**src/rtl/stack_store_log_scanner_if.sv**
```systemverilog
// -----------------------------------------------------------------------------
// stack_store_log_scanner_if
//
// Purpose : groups the write, flush, query and response signals of the
//           stack-store log scanner into a single bundle.
//
// Signals :
//   wr_valid_i / wr_addr_i        log write from the branch unit
//   flush_i                       empty the log and abort any scan
//   query_valid_i / query_ready_o lookup request handshake
//   query_addr_i                  address to look up
//   resp_valid_o / resp_ready_i   response handshake
//   resp_hit_o / resp_index_o     lookup result (slot index 0 on a miss)
//   count_o                       number of valid log entries
//
// Modports: master drives requests and writes, slave is the scanner.
// -----------------------------------------------------------------------------
interface stack_store_log_scanner_if #(
    parameter int DEPTH = 8,
    parameter int AW    = 32
);
    localparam int IW = $clog2(DEPTH);
    localparam int CW = IW + 1;

    logic          wr_valid_i;
    logic [AW-1:0] wr_addr_i;
    logic          flush_i;
    logic          query_valid_i;
    logic          query_ready_o;
    logic [AW-1:0] query_addr_i;
    logic          resp_valid_o;
    logic          resp_ready_i;
    logic          resp_hit_o;
    logic [IW-1:0] resp_index_o;
    logic [CW-1:0] count_o;

    modport master (
        output wr_valid_i, wr_addr_i, flush_i,
        output query_valid_i, query_addr_i, resp_ready_i,
        input  query_ready_o, resp_valid_o, resp_hit_o, resp_index_o, count_o
    );

    modport slave (
        input  wr_valid_i, wr_addr_i, flush_i,
        input  query_valid_i, query_addr_i, resp_ready_i,
        output query_ready_o, resp_valid_o, resp_hit_o, resp_index_o, count_o
    );
endinterface

```
**src/rtl/stack_store_log_scanner.sv**
```systemverilog
// -----------------------------------------------------------------------------
// stack_store_log_scanner
//
// Purpose : circular log of sp/fp-relative store addresses written by the
//           branch unit, with a newest-first multi-cycle lookup scan that the
//           crash/flag logic queries through a valid/ready handshake.
//
// Ports   :
//   clk_i  clock
//   rst_i  asynchronous active-high reset
//   bus    stack_store_log_scanner_if.slave (write, flush, query, response,
//          entry count)
//
// Parameters: DEPTH entries (power of 2, >= 2), AW address bits, MATCH_LSB low
//             address bits ignored when comparing (word granularity).
// -----------------------------------------------------------------------------
module stack_store_log_scanner #(
    parameter int DEPTH     = 8,
    parameter int AW        = 32,
    parameter int MATCH_LSB = 2
) (
    input  logic                          clk_i,
    input  logic                          rst_i,
    stack_store_log_scanner_if.slave      bus
);
    localparam int IW = $clog2(DEPTH);
    localparam int CW = IW + 1;

    typedef enum logic [1:0] {
        IDLE = 2'd0,
        SCAN = 2'd1,
        RESP = 2'd2
    } state_t;

    logic [AW-1:0] mem [DEPTH];
    logic [IW-1:0] wptr;
    logic [CW-1:0] count;

    state_t        state,     state_n;
    logic [IW-1:0] idx,       idx_n;
    logic [CW-1:0] remain,    remain_n;
    logic [AW-1:0] q_addr,    q_addr_n;
    logic          hit,       hit_n;
    logic [IW-1:0] hit_idx,   hit_idx_n;
    logic          slot_match;

    // Log storage. Contents are don't-care after reset, so no reset here.
    // A flush with a simultaneous write puts the new entry in slot 0.
    always_ff @(posedge clk_i) begin
        if (bus.wr_valid_i) begin
            if (bus.flush_i) begin
                mem[0] <= bus.wr_addr_i;
            end else begin
                mem[wptr] <= bus.wr_addr_i;
            end
        end
    end

    // Write pointer and occupancy. The count saturates at DEPTH; once full,
    // new writes silently overwrite the oldest slot.
    always_ff @(posedge clk_i or posedge rst_i) begin
        if (rst_i) begin
            wptr  <= '0;
            count <= '0;
        end else if (bus.flush_i) begin
            wptr  <= bus.wr_valid_i ? IW'(1) : '0;
            count <= bus.wr_valid_i ? CW'(1) : '0;
        end else if (bus.wr_valid_i) begin
            wptr <= wptr + IW'(1);
            if (count != CW'(DEPTH)) begin
                count <= count + CW'(1);
            end
        end
    end

    // Word-granular compare of the slot under the scan index.
    assign slot_match = (mem[idx][AW-1:MATCH_LSB] == q_addr[AW-1:MATCH_LSB]);

    // Scanner state register and the registered query/result fields.
    always_ff @(posedge clk_i or posedge rst_i) begin
        if (rst_i) begin
            state   <= IDLE;
            idx     <= '0;
            remain  <= '0;
            q_addr  <= '0;
            hit     <= 1'b0;
            hit_idx <= '0;
        end else begin
            state   <= state_n;
            idx     <= idx_n;
            remain  <= remain_n;
            q_addr  <= q_addr_n;
            hit     <= hit_n;
            hit_idx <= hit_idx_n;
        end
    end

    // Next-state logic. The query snapshots the pre-write count and the
    // newest slot (wptr-1), then walks backwards one slot per cycle; the
    // IW-bit index wraps 0 -> DEPTH-1 on its own since DEPTH is a power of 2.
    always_comb begin
        state_n   = state;
        idx_n     = idx;
        remain_n  = remain;
        q_addr_n  = q_addr;
        hit_n     = hit;
        hit_idx_n = hit_idx;
        unique case (state)
            IDLE: begin
                if (bus.query_valid_i) begin
                    q_addr_n  = bus.query_addr_i;
                    idx_n     = wptr - IW'(1);
                    remain_n  = count;
                    hit_n     = 1'b0;
                    hit_idx_n = '0;
                    state_n   = (count == '0) ? RESP : SCAN;
                end
            end
            SCAN: begin
                if (bus.flush_i) begin
                    hit_n     = 1'b0;
                    hit_idx_n = '0;
                    state_n   = RESP;
                end else if (slot_match) begin
                    hit_n     = 1'b1;
                    hit_idx_n = idx;
                    state_n   = RESP;
                end else if (remain == CW'(1)) begin
                    hit_n     = 1'b0;
                    hit_idx_n = '0;
                    state_n   = RESP;
                end else begin
                    idx_n    = idx - IW'(1);
                    remain_n = remain - CW'(1);
                end
            end
            RESP: begin
                if (bus.resp_ready_i) begin
                    state_n = IDLE;
                end
            end
            default: state_n = IDLE;
        endcase
    end

    assign bus.query_ready_o = (state == IDLE);
    assign bus.resp_valid_o  = (state == RESP);
    assign bus.resp_hit_o    = hit;
    assign bus.resp_index_o  = hit_idx;
    assign bus.count_o       = count;

endmodule

```
**src/flat_wrapper.sv**
```systemverilog
// flat-port wrapper written by rule: the top's interface ports become plain ports
module stack_store_log_scanner_flat 
#(
    parameter int DEPTH     = 8,
    parameter int AW        = 32,
    parameter int MATCH_LSB = 2
)
  (clk_i, rst_i, bus_wr_valid_i, bus_wr_addr_i, bus_flush_i, bus_query_valid_i, bus_query_addr_i, bus_resp_ready_i, bus_query_ready_o, bus_resp_valid_o, bus_resp_hit_o, bus_resp_index_o, bus_count_o);
  stack_store_log_scanner_if #(.DEPTH(DEPTH), .AW(AW)) bus_i ();
  input  logic clk_i;
  input  logic rst_i;
  input wire logic [$bits(bus_i.wr_valid_i)-1:0] bus_wr_valid_i;
  input wire logic [$bits(bus_i.wr_addr_i)-1:0] bus_wr_addr_i;
  input wire logic [$bits(bus_i.flush_i)-1:0] bus_flush_i;
  input wire logic [$bits(bus_i.query_valid_i)-1:0] bus_query_valid_i;
  input wire logic [$bits(bus_i.query_addr_i)-1:0] bus_query_addr_i;
  input wire logic [$bits(bus_i.resp_ready_i)-1:0] bus_resp_ready_i;
  output wire logic [$bits(bus_i.query_ready_o)-1:0] bus_query_ready_o;
  output wire logic [$bits(bus_i.resp_valid_o)-1:0] bus_resp_valid_o;
  output wire logic [$bits(bus_i.resp_hit_o)-1:0] bus_resp_hit_o;
  output wire logic [$bits(bus_i.resp_index_o)-1:0] bus_resp_index_o;
  output wire logic [$bits(bus_i.count_o)-1:0] bus_count_o;
  assign bus_i.wr_valid_i = bus_wr_valid_i;
  assign bus_i.wr_addr_i = bus_wr_addr_i;
  assign bus_i.flush_i = bus_flush_i;
  assign bus_i.query_valid_i = bus_query_valid_i;
  assign bus_i.query_addr_i = bus_query_addr_i;
  assign bus_i.resp_ready_i = bus_resp_ready_i;
  assign bus_query_ready_o = bus_i.query_ready_o;
  assign bus_resp_valid_o = bus_i.resp_valid_o;
  assign bus_resp_hit_o = bus_i.resp_hit_o;
  assign bus_resp_index_o = bus_i.resp_index_o;
  assign bus_count_o = bus_i.count_o;
  stack_store_log_scanner #(.DEPTH(DEPTH), .AW(AW), .MATCH_LSB(MATCH_LSB)) u_core (.clk_i(clk_i), .rst_i(rst_i), .bus(bus_i));
endmodule
```
**config.mk**
```make
export PLATFORM = sky130hd
export DESIGN_NAME = stack_store_log_scanner_flat
export DESIGN_NICKNAME = d
export VERILOG_FILES = /design/src/rtl/stack_store_log_scanner_if.sv /design/src/rtl/stack_store_log_scanner.sv /design/src/flat_wrapper.sv
export SDC_FILE = /design/constraint.sdc
export NUM_CORES = 1
export LEC_CHECK = 0
export BUFFER_PORTS_ARGS = -buffer_cell sky130_fd_sc_hd__buf_2
export CAP_MARGIN = 20
export CORE_MARGIN = 2
export CORE_UTILIZATION = 55
export CTS_CLUSTER_SIZE = 20
export DETAILED_ROUTE_END_ITERATION = 12
export GPL_ROUTABILITY_DRIVEN = 1
export PLACE_DENSITY = 0.76
export SYNTH_ARGS = -nofsm -noshare
export SYNTH_HDL_FRONTEND = slang
export SYNTH_SLANG_ARGS = --single-unit
```
**constraint.sdc**
```tcl
create_clock -name clk_i -period 3.7 [get_ports clk_i]
set_input_delay 0.185 -clock clk_i [delete_from_list [all_inputs] [get_ports clk_i]]
set_output_delay 0.185 -clock clk_i [all_outputs]
set_load 0.005 [all_outputs]
```
**After elaboration in Yosys (flattened, before gate mapping)**

Memory sizes are Yosys's and may differ from the RTL's.
Cells that the tools add are included.

- Memories: 1
- Word-level logic and storage cells: 79
- Bits of input ports: 70
- Output and inout port bits: 10
- RAM bits: 256
- Register bits after elaboration: 52

- Multiplexer cells: 43
- Reduce and logical (&&, ||, !) cells: 11
- Equality and inequality tests: 11
- Add/subtract/negate cells: 5

Memory list:

| memory | depth | width | rd ports | clocked after memory_dff | write ports | line | RTL |
|---|---|---|---|---|---|---|---|
| u_core.mem | 8 | 32 | 1 | 0 | 1 | stack_store_log_scanner.sv:35 | `logic [AW-1:0] mem [DEPTH];` |

Operator list:

| cell | number |
|---|---|
| two-way mux 3 bit | 11 |
| two-way mux 32 bit | 1 |
| OR reduction 32 bit | 1 |
| equality test 30 bit | 1 |
| two-way mux 4 bit | 7 |
| two-way mux 1 bit | 13 |
| two-way mux 2 bit | 6 |
| case mux 3 bit (2 select lines) | 2 |
| != test 2 bit, second input constant | 5 |
| case mux 4 bit (2 select lines) | 1 |
| case mux 2 bit (3 select lines) | 1 |
| AND reduction 3 bit | 2 |
| nonzero test 2 bit | 3 |
| subtractor 3 x 1 -> 3 bit, second input constant | 2 |
| AND reduction 5 bit | 1 |
| adder 4 x 1 -> 4 bit, second input constant | 1 |
| equality test 4 x 1 -> 1 bit, second input constant | 1 |
| logical NOT 4 bit | 1 |
| != test 4 x 2 -> 1 bit, second input constant | 1 |
| != test 4 bit, second input constant | 1 |
| AND reduction 2 bit | 2 |
| subtractor 4 x 1 -> 4 bit, second input constant | 1 |
| adder 3 x 1 -> 3 bit, second input constant | 1 |
| equality test 2 x 1 -> 1 bit, second input constant | 1 |
| other kinds (3) | 3 |

**Longest topological paths before layout**

Gate-level depths: netlist of run 1.

- Word-level depth: 5
- Gate-level depth with buffers: 11
- Depth with buffers taken out: 8

**Least setup slack after synthesis of run 1**

No wires, ideal clock.

- Path type: reg-to-reg
- From: register u_core.wptr[2]
- To: memory u_core.mem[4][10] (enable)
- Data arrival time: 2.843 ns
- Path slack: 0.402 ns
- Clock period less this slack: 3.298 ns
- Path buffers: 1
- Library setup time: 0.454 ns
- Required time: 3.246 ns
- Cell stages (with the launch flop): 4
- Cell sequence: dfrtp_1 -> clkbuf_1 -> nand3b_1 -> nor3_1

- Longest elaborated chain between the ends: 1

Ends and longest elaborated chain:

| what | line | RTL |
|---|---|---|
| start: declaration | stack_store_log_scanner.sv:36 | `logic [IW-1:0] wptr;` |
| start signal: assignment | stack_store_log_scanner.sv:66 | `wptr <= bus.wr_valid_i ? IW'(1) : '0;` |
| start signal: assignment | stack_store_log_scanner.sv:69 | `wptr <= wptr + IW'(1);` |
| two-way mux 3 bit (no source line) | -- |  |
| end: declaration | stack_store_log_scanner.sv:35 |  |

Every way passes these cells.

**Final worst setup path of run 1**

- From: register u_core.idx[0]
- To: register u_core.hit_idx[1], in the netlist u_core.bus.resp_index_o[1]

- Longest elaborated chain between the ends: 5
- Elaborated cells between the ends (all ways): 7
- Classes of those cells: eq/ne (2); mux (3); reduce/logical (1); memory (1)

Ends and longest elaborated chain:

| what | line | RTL |
|---|---|---|
| start: declaration | stack_store_log_scanner.sv:40 | `logic [IW-1:0] idx, idx_n;` |
| start signal: assignment | stack_store_log_scanner.sv:90 | `idx <= idx_n;` |
| memory (8 x 32 bit) * | -- |  |
| equality test 30 bit * | stack_store_log_scanner.sv:77 | `assign slot_match = (mem[idx][AW-1:MATCH_LSB] == q_addr[AW-1:MATCH_LSB]);` |
| two-way mux 3 bit | stack_store_log_scanner.sv:124 | `end else if (slot_match) begin` |
| two-way mux 3 bit | stack_store_log_scanner.sv:120 | `if (bus.flush_i) begin` |
| case mux 3 bit (2 select lines) | stack_store_log_scanner.sv:108 | `unique case (state)` |
| end signal: assignment | stack_store_log_scanner.sv:94 | `hit_idx <= hit_idx_n;` |
| end: declaration | stack_store_log_scanner.sv:44 | `logic [IW-1:0] hit_idx, hit_idx_n;` |

Every way passes the cells marked *; elsewhere a longest branch is shown, timed or not.
A chain may end at the register's enable or synchronous reset.

==> results of run 1 <==
stage by stage:
| step | instance area, um2 | util (%) | worst slack [ns] |
|---|---|---|---|
| 5_1_grt | 14100 | 67.4 | 0.0599 |
| 2_1_floorplan | 11700 | - | 0.402 |
| 3_3_place_gp | 12500 | 59.7 | 0.158 |
| 3_5_place_dp | 12500 | 59.7 | 0.112 |
| 6_report | 14100 | 67.4 | 0.239 |
| 4_1_cts | 14100 | 67.3 | 0.0771 |
cell type report:
class	count	area (um2)	share of cell area, %
tap	275	344	2.44
multi-input combinational	340	3070	21.8
clock buffer	37	766	5.42
sequential	290	8470	59.9
inverter	7	26.3	0.186
clock inverter	17	193	1.36
timing repair buffer	163	1250	8.88
how the worst max path moves through the flow:
stage	startpoint	end	cells past startpoint
after floorplan	u_core.wptr[2]	u_core.mem[4][10]	3
after global placement	u_core.idx[0]	u_core.bus.resp_index_o[0]	10
after detailed placement	u_core.idx[0]	u_core.bus.resp_index_o[1]	10
after CTS	u_core.idx[0]	u_core.bus.resp_index_o[1]	10
after global routing	u_core.idx[0]	u_core.bus.resp_index_o[1]	10
final	u_core.idx[0]	u_core.bus.resp_index_o[1]	10
worst max-delay path: stages (launching register included):
cell      delay [ns]
dfrtp_4         0.62
buf_12          0.24
mux4_2          0.52
mux2i_1         0.24
xor2_1          0.19
nand4_1         0.16
nor4_2          0.38
buf_4           0.21
a21boi_2        0.10
or3_4           0.42
a22o_1          0.24
timing repair:
item	CTS	global route
setup buffers	0	1
setup endpoints to repair	0	4
hold buffers	64	0
hold endpoints to repair	308	0
resized for setup	0	1
state kept, by name (all words and copies together), names as in the netlist:
signal	cells
u_core.mem	240
u_core.q_addr	30
u_core.bus.count_o	4
u_core.remain	4
u_core.bus.resp_index_o	3
u_core.idx	3
u_core.wptr	3
u_core.state	2
u_core.bus.resp_hit_o	1
cell usage in the layout, fill, tap and decap left out, types with 6 or more instances in the layout:
| cell type | netlist | routed |
|---|---|---|
| mux2i_1 | 42 | 42 |
| dlygate4sd3_1 | 0 | 64 |
| clkbuf_16 | 0 | 29 |
| nand2_1 | 100 | 100 |
| mux4_2 | 54 | 54 |
| ha_1 | 6 | 6 |
| nor2b_1 | 7 | 7 |
| buf_2 | 10 | 75 |
| dfrtp_1 | 50 | 47 |
| clkinv_1 | 0 | 6 |
| edfxtp_1 | 240 | 240 |
| a21oi_1 | 11 | 11 |
| buf_4 | 1 | 19 |
| a22oi_1 | 6 | 6 |
| nor2_1 | 21 | 17 |
| xor2_1 | 30 | 30 |
| nor3_1 | 13 | 9 |
| inv_1 | 7 | 6 |
| clkbuf_1 | 12 | 7 |
metal layers:
metal,vias to the layer above,wire length (um),global-route usage (%)
met5,-,0,0
met4,0,642,6.60
met3,50,1450,2.90
met2,247,12500,39.0
met1,3362,10200,30.2
li1,2899,-,-
power by group:
group	internal (mW)	switching [mW]
clock	1.74	1.18
combinational	1.29	1.31
sequential	3.83	0.330
total	6.85	2.82
cell families after synthesis:
| family | count (synthesis) |
|---|---|
| flops | 290 |
| simple gates | 167 |
| mux | 99 |
| compound gates | 37 |
| buf+inv | 37 |
| xor+xnor | 31 |
| fa+ha+maj | 6 |
==> flow_summary.ini, run 1 <==
[outcome]
outcome = completed

[clocking]
cts_made_buffers = 29
clk-insertion-delay-late_ns = 0.54
clockBufferDepth = 3
cts_sinks = 290
ctsHtreeMaxLevel = 1
cts-root-buf = clkbuf_16
cts_tree = built
clk_pin_slew_ns = 0.06

[layout]
antenna-diode-count = 0
fin_cells = 1129
syn2layout_area_growth_pct = 21.0
layout-drive-gt1-share_pct = 25.1
fillers = 1383
final_nets = 907

[route]
via_count = 6558
drc_errors = 0
vias_per_cell = 5.81
dr.pass1.iters = 4
routed_wl_mm = 24.8
antenna_left = 0
avgRoutedWirePerCell_um = 22.0
drt_iter0_markers = 546

[logic_synthesis]
ys_async_sr_fraction_pct = 17.2
synth_cell_types = 43
yosys_warnings = 0
syn_nets = 743
synthMuxAreaShare_pct = 14.3
synth_enable_flop_cells = 240
synth_cells = 667
synth_area_leaders = edfxtp_1 (62%), dfrtp_1 (11%), mux4_2 (10%), mux2i_1 (3.6%), nand2_1 (3.2%)
synth_most_common_cell = edfxtp_1
synth_xor_area_share_pct = 2.33
yosys.area_share.adder_pct = 0.643
synth_compound_area_share_pct = 2.21
syn_area_um2 = 11700
synth.avg_cell_area_um2 = 17.5
synth_area_leader_cell = edfxtp_1
synth-seq-area-share_pct = 72.5
synth-seq-cells = 290
synth_commonest_cells = edfxtp_1 (240), nand2_1 (100), mux4_2 (54), dfrtp_1 (50), mux2i_1 (42)
yosysTopAreaCellShare_pct = 61.7
synth_top_family_by_area = multiplexers
synth_flop_cell = edfxtp_1
synth-simple-area-share_pct = 6.42

[worst_hold_path]
hold_depth = 3
worstHoldEndpoint = u_core.wptr[1]
hp-class = input port to flip-flop
min_from = bus_wr_valid_i

[timing]
tns_ns = 0
period_share_pct = 93.5
timing.fmax_ghz = 0.289
rsz0062_at_grt = false
drv_slew = 0
final_hold_viol_count = 0
worstMarginPinSlew_ns = 0.770
whs_ns = 0.0697
max-slew-margin-rel_pct = 48.6
fin_skew_ns = 0.0142
period_needed_ns = 3.46
setup_viol = 0

[die]
start_util_pct = 55.7
coreArea_um2 = 21000
die_w_um = 150
ios = 80
die_area_um2 = 22400
die_height_um = 150
placementRows = 53

[setup_path]
r2r_slack_ns = 0.24
end_kind = flip-flop
worstPathArrival_ns = 3.89
reg2reg_to = u_core.bus.resp_index_o[1]
critPathKind = flip-flop to flip-flop
startpoint_type = flip-flop
crit_required_ns = 4.12
r2r_start = u_core.idx[0]
r2r_cells = 10
worstPathMaxFanout = 20

[power_and_ir_drop]
peakVddDrop_uv = 465
power_density_nw_per_um2 = 685
power_mw = 9.67
leakagePower_nw = 5.32

[global_routing]
grt_overflow = 0
grt_use_total_pct = 22.5
grt_pass1_vias = 6769
grt_antenna_before_repair = 0
grt_max_degree = 34
grt_pass1_wl_mm = 37.9

[place]
place.gp.congestion = 0.863
dp_cells = 1010
place_hpwl_mm = 14.6
io_buffers = 75

[run]
maxCapViolCount = 0
No activity file was read; power rests on OpenSTA's default activity.
==> run 2, diff against run 1 <==
- REMOVE_ABC_BUFFERS: not set -> 1
==> run 2 against run 1 <==
Against the previous run: utilization shrank 0.17 points; clock skew is essentially flat; largest power group unchanged; critical path depth did not move; flip-flop and latch count is the same; hold slack better by 0.012 ns; wire length shrank 2.3%; largest cell class unchanged.
==> flow_summary.ini, run 2 (synthesis gave the netlist of run 1 again) <==
[timing]
rsz0062_at_grt = false
timing.fmax_ghz = 0.296
worstMarginPinSlew_ns = 0.893
period_share_pct = 91.3
fin_skew_ns = 0.0140
period_needed_ns = 3.38
setup_viol = 0
max-slew-margin-rel_pct = 40.1
final_hold_viol_count = 0
tns_ns = 0
drv_slew = 0
whs_ns = 0.0819
setup_ws_ns = 0.321

[setup_path]
worstPathMaxFanout = 13
crit_required_ns = 4.12
worstPathArrival_ns = 3.80
reg2reg_to = u_core.bus.resp_index_o[2]
r2r_cells = 10
end_kind = flip-flop
r2r_start = u_core.idx[0]
critPathKind = flip-flop to flip-flop
startpoint_type = flip-flop
r2r_slack_ns = 0.32

[clocking]
ctsHtreeMaxLevel = 1
cts_sinks = 290
clk-insertion-delay-late_ns = 0.54
cts_made_buffers = 28
clk_pin_slew_ns = 0.06
cts-root-buf = clkbuf_16
clockBufferDepth = 3
cts_tree = built

[layout]
final_util_pct = 67.2
layout_common_cells = edfxtp_1 (240), nand2_1 (100), buf_2 (75), dlygate4sd3_1 (64), mux4_2 (54)
regMostFlops = u_core.mem
final_nets = 909
layout-drive-gt1-share_pct = 25.2
antenna-diode-count = 0
fillers = 1380
final_common_cell = edfxtp_1
largest_reg_flops = 240
finalInstanceArea_um2 = 14100
reg_top3 = u_core.mem x240, u_core.q_addr x30
syn2layout_area_growth_pct = 20.7

[global_routing]
grt_max_degree = 34
grt_overflow = 0
grt_pass1_wl_mm = 37.6
grt_pass1_vias = 6764
grt_use_total_pct = 22.3
grt_antenna_before_repair = 0

[die]
ios = 80
die_area_um2 = 22400
start_util_pct = 55.7
placementRows = 53
coreArea_um2 = 21000
die_height_um = 150
die_w_um = 150

[place]
dpl-instance-area_um2 = 12600
place_hpwl_mm = 14.3
place.gp.congestion = 0.781
io_buffers = 75
dp_slack_ns = 0.133

[worst_hold_path]
min_from = bus_wr_valid_i
hp-class = input port to flip-flop
worstHoldEndpoint = u_core.wptr[1]
hold_depth = 3

[route]
routed_wl_mm = 24.3
drc_errors = 0
via_count = 6491
dr.pass1.iters = 4
vias_per_cell = 5.75
avgRoutedWirePerCell_um = 21.5
antenna_left = 0
drt_iter0_markers = 623

[power_and_ir_drop]
leakagePower_nw = 5.31
power_density_nw_per_um2 = 669
peakVddDrop_uv = 354

[run]
maxCapViolCount = 0

[outcome]
outcome = completed
## run 2: cell types whose count changed in the layout (fill, tap and decap cells not counted), moves of 3 or more
cell | previous run | this run
buf_12 | 4 | 9
buf_4 | 19 | 16
bufinv_16 | 4 | 1
clkinv_2 | 3 | 7
clkinv_4 | 3 | 0
nor2_2 | 0 | 4
nor2_4 | 4 | 0
## run 2: how the worst max path moves through the flow
| stage | startpoint | to | slack, ns | cells after the start |
|---|---|---|---|---|
| floorplan | u_core.idx[0] | u_core.bus.resp_index_o[0] | -1.03 | 8 |
| global placement | u_core.idx[0] | u_core.bus.resp_index_o[2] | 0.28 | 10 |
| detailed placement | u_core.idx[0] | u_core.bus.resp_index_o[1] | 0.13 | 10 |
| CTS | u_core.idx[0] | u_core.bus.resp_index_o[1] | 0.13 | 10 |
| global route | u_core.idx[0] | u_core.bus.resp_index_o[1] | 0.09 | 10 |
| finish | u_core.idx[0] | u_core.bus.resp_index_o[2] | 0.32 | 10 |
## run 2: routing by layer
layer  global-route usage [%]  wire, um  up-vias
met5                        0         0        -
met4                     5.99       334        0
li1                         -         -     2903
met1                     31.8     10200     3325
met2                     36.8     12300      234
met3                     3.20      1490       29
## run 2: stage by stage
stage,cells,power [mW]
CTS,1127,9.46
global route,1129,9.88
finish,1129,9.43
floorplan,637,5.98
global placement,1012,6.63
detailed placement,1012,6.73
## run 2: worst max-delay path, cell delays in order, from the launching register on
cell and delay (ns):
dfrtp_4 0.59, buf_4 0.29, mux4_2 0.53, mux2i_1 0.19, xor2_1 0.26, o2111ai_1 0.22, nor4_2 0.27, buf_4 0.20
a21boi_2 0.09, or3_4 0.39, a22o_1 0.24
## run 2: area by class of cell
class / instances / area (um2) / area share (%)
Tap cell: 275 / 344 / 2.44
Inverter: 7 / 26.3 / 0.187
Clock inverter: 14 / 91.3 / 0.648
Clock buffer: 37 / 766 / 5.44
Sequential cell: 290 / 8460 / 60.1
Timing Repair Buffer: 166 / 1340 / 9.53
Multi-Input combinational cell: 340 / 3050 / 21.7
## run 2: report_power, final
group / total, mW / switching (mW) / internal [mW]
Clock: 2.67 / 1.16 / 1.52
Sequential: 4.15 / 0.323 / 3.82
Combinational: 2.61 / 1.29 / 1.32
## run 2: timing repair
| action | in CTS | in global routing |
|---|---|---|
| setup buffers | 0 | 1 |
| endpoints found under the setup margin | 0 | 5 |
| hold buffers | 64 | 0 |
| hold endpoints to repair | 306 | 0 |
| resized for setup | 0 | 0 |
==> run 3, diff against run 2 <==
- ABC_AREA: not set -> 1
- PLACE_DENSITY: 0.76 -> 0.75
==> run 3 against run 2 <==
Against the previous run: sequential power is 4% lower; via count is 39% higher; critical path type unchanged; largest cell class unchanged; largest power group unchanged; critical endpoint is now u_core.state[1]; area after synthesis increased by 8.0%; maximum frequency grew 2.2%.
==> flow_summary.ini, run 3 <==
[clocking]
clockBufferDepth = 3
clk-insertion-delay-late_ns = 0.54
clk_pin_slew_ns = 0.06
cts_made_buffers = 30
ctsHtreeMaxLevel = 1
cts-root-buf = clkbuf_16
cts_sinks = 290
cts_tree = built

[die]
die_height_um = 155
die_w_um = 155
coreArea_um2 = 22600
ios = 80
start_util_pct = 55.8
die_area_um2 = 24100
placementRows = 55

[layout]
largest_reg_flops = 240
syn2layout_area_growth_pct = 20.1
regMostFlops = u_core.mem
reg_top3 = u_core.mem x240, u_core.q_addr x30
multi_input_comb_area_um2 = 3370
final_nets = 1472
layout_common_cells = nand2_1 (404), edfxtp_1 (240), nand3_1 (163), inv_1 (150), nor2_1 (91)
fillers = 1669
final_common_cell = nand2_1
layout-drive-gt1-share_pct = 11.5
fin_cells = 1705
antenna-diode-count = 0
seqCellArea_um2 = 8460

[timing]
rsz0062_at_grt = false
max-slew-margin-rel_pct = 36.7
setup_viol = 0
period_share_pct = 89.4
final_hold_viol_count = 0
timing.fmax_ghz = 0.302
tns_ns = 0
worstMarginPinSlew_ns = 0.946
setup_ws_ns = 0.394
period_needed_ns = 3.31
fin_skew_ns = 0.0106
drv_slew = 0

[setup_path]
end_kind = flip-flop
crit_required_ns = 4.18
startpoint_type = flip-flop
critPathKind = flip-flop to flip-flop
worstPathMaxFanout = 23
worstPathArrival_ns = 3.79

[route]
avgRoutedWirePerCell_um = 16.9
drt_iter0_markers = 851
vias_per_cell = 5.30
dr.pass1.iters = 5
routed_wl_mm = 28.8
antenna_left = 0
via_count = 9040
drc_errors = 0

[power_and_ir_drop]
swShare_pct = 33.8
power_mw = 10.8
clockPowerShare_pct = 31.4
power_density_nw_per_um2 = 714
p_int_mw = 7.15
leakagePower_nw = 6.56
p_sw_mw = 3.65
comb_power_share_pct = 31.8
seq_power_share_pct = 36.8
peakVddDrop_uv = 399

[place]
place_hpwl_mm = 15.3
io_buffers = 75
dp_slack_ns = 0.717
dp_cells = 1583
place.gp.congestion = 0.757

[logic_synthesis]
synth_cells = 1257
synth_flop_cell = edfxtp_1
synth_enable_flop_cells = 240
synth_most_common_cell = nand2_1
synth-seq-cells = 290
synth_area_leaders = edfxtp_1 (57%), nand2_1 (12%), dfrtp_1 (9.9%), nand3_1 (6.5%), inv_1 (4.5%)
synth-seq-area-share_pct = 67.1
synth.avg_cell_area_um2 = 10.0
ys_async_sr_fraction_pct = 17.2
syn_area_um2 = 12600
yosysTopAreaCellShare_pct = 57.2
synth_area_leader_cell = edfxtp_1
synth_cell_types = 26
yosys_warnings = 0
synth_commonest_cells = nand2_1 (405), edfxtp_1 (240), nand3_1 (163), inv_1 (151), nor2_1 (98)

[run]
maxCapViolCount = 0

[global_routing]
grt_use_total_pct = 24.2
grt_pass1_vias = 8885
grt_overflow = 0
grt_max_degree = 139
grt_pass1_wl_mm = 45.3
grt_antenna_before_repair = 0

[worst_hold_path]
hp-class = input port to async pin

[outcome]
outcome = completed
run 3: worst max-delay path: stages (launching register included):
cell and delay (ns):
dfrtp_4 0.49, inv_2 0.38, buf_4 0.37, nand2_1 0.08, nand3_1 0.09, nand3_1 0.11
nand2_1 0.10, nand2_1 0.05, nand2_1 0.07, nand3_1 0.12, nor2_1 0.12, nand2_1 0.09
nor2_1 0.12, nand2_1 0.15, nand2_1 0.17, nand2_1 0.07, a21oi_1 0.11, dlygate4sd3_1 0.55
run 3: cells by family (layout without fill, tap and decap cells):
logic type / Yosys count / in the layout / synth area share [%]
fa+ha+maj: 6 / 6 / 0.596
simple gates: 683 / 683 / 22.3
mux: 8 / 8 / 0.715
flops: 290 / 290 / 67.1
xor+xnor: 1 / 1 / 0.0695
buf+inv: 206 / 369 / 6.61
compound gates: 63 / 63 / 2.59
run 3: repair_timing:
item                      4_1_cts  5_1_grt
hold endpoints to repair      308        0
setup buffers                   0        0
hold buffers                   66        0
gates resized for setup         0        0
run 3: stage by stage:
| stage | utilization [%] | cell area (um2) | hold WS, ns |
|---|---|---|---|
| after CTS | 67.1 | 15100 | 0.340 |
| after floorplan | - | 12300 | 0.284 |
| after detailed placement | 59.1 | 13300 | 0.363 |
| after global placement | 59.1 | 13300 | 0.355 |
| after global routing | 67.1 | 15100 | 0.372 |
| final | 67.1 | 15100 | 0.311 |
run 3: power by group through the flow:
stage	logic (mW)	clock network, mW	registers, mW
6_report	3.43	3.39	3.98
2_1_floorplan	2.14	0	4.21
5_1_grt	3.87	3.56	4.00
3_5_place_dp	3.30	0	4.03
4_1_cts	3.41	3.43	3.97
3_3_place_gp	3.20	0	4.02
run 3: metal layers:
metal / part of all wire [%] / GRT usage [%] / vias up
met5: 0 / 0 / -
met4: 2.5 / 8.61 / 0
met3: 6.5 / 3.37 / 61
met2: 51 / 42.9 / 343
met1: 40 / 30.6 / 4244
li1: - / - / 4392
run 3: area by class of cell:
cell class                      count  share of cell area, %
Clock buffer                       45                   5.80
Timing Repair Buffer              160                   8.12
Clock inverter                     11                   1.73
Tap cell                          285                   2.36
Sequential cell                   290                   55.9
Multi-Input combinational cell    761                   22.3
Inverter                          153                   3.79
run 3: path summary, 6_finish.rpt:
check | startpoint | cells past startpoint | slack [ns] | end
worst max register to register | u_core.idx[0] | 17 | 0.39 | u_core.state[1]
worst min-delay path | rst_i | 3 | 0.31 | u_core.q_addr[14]
worst min register to register | u_core.bus.resp_hit_o | 2 | 0.47 | u_core.bus.resp_hit_o
max in group asynchronous | rst_i | 4 | 2.54 | u_core.q_addr[7]
min in group clk_i | bus_query_addr_i[28] | 3 | 0.41 | u_core.q_addr[28]
worst max-delay path | u_core.idx[0] | 17 | 0.39 | u_core.state[1]
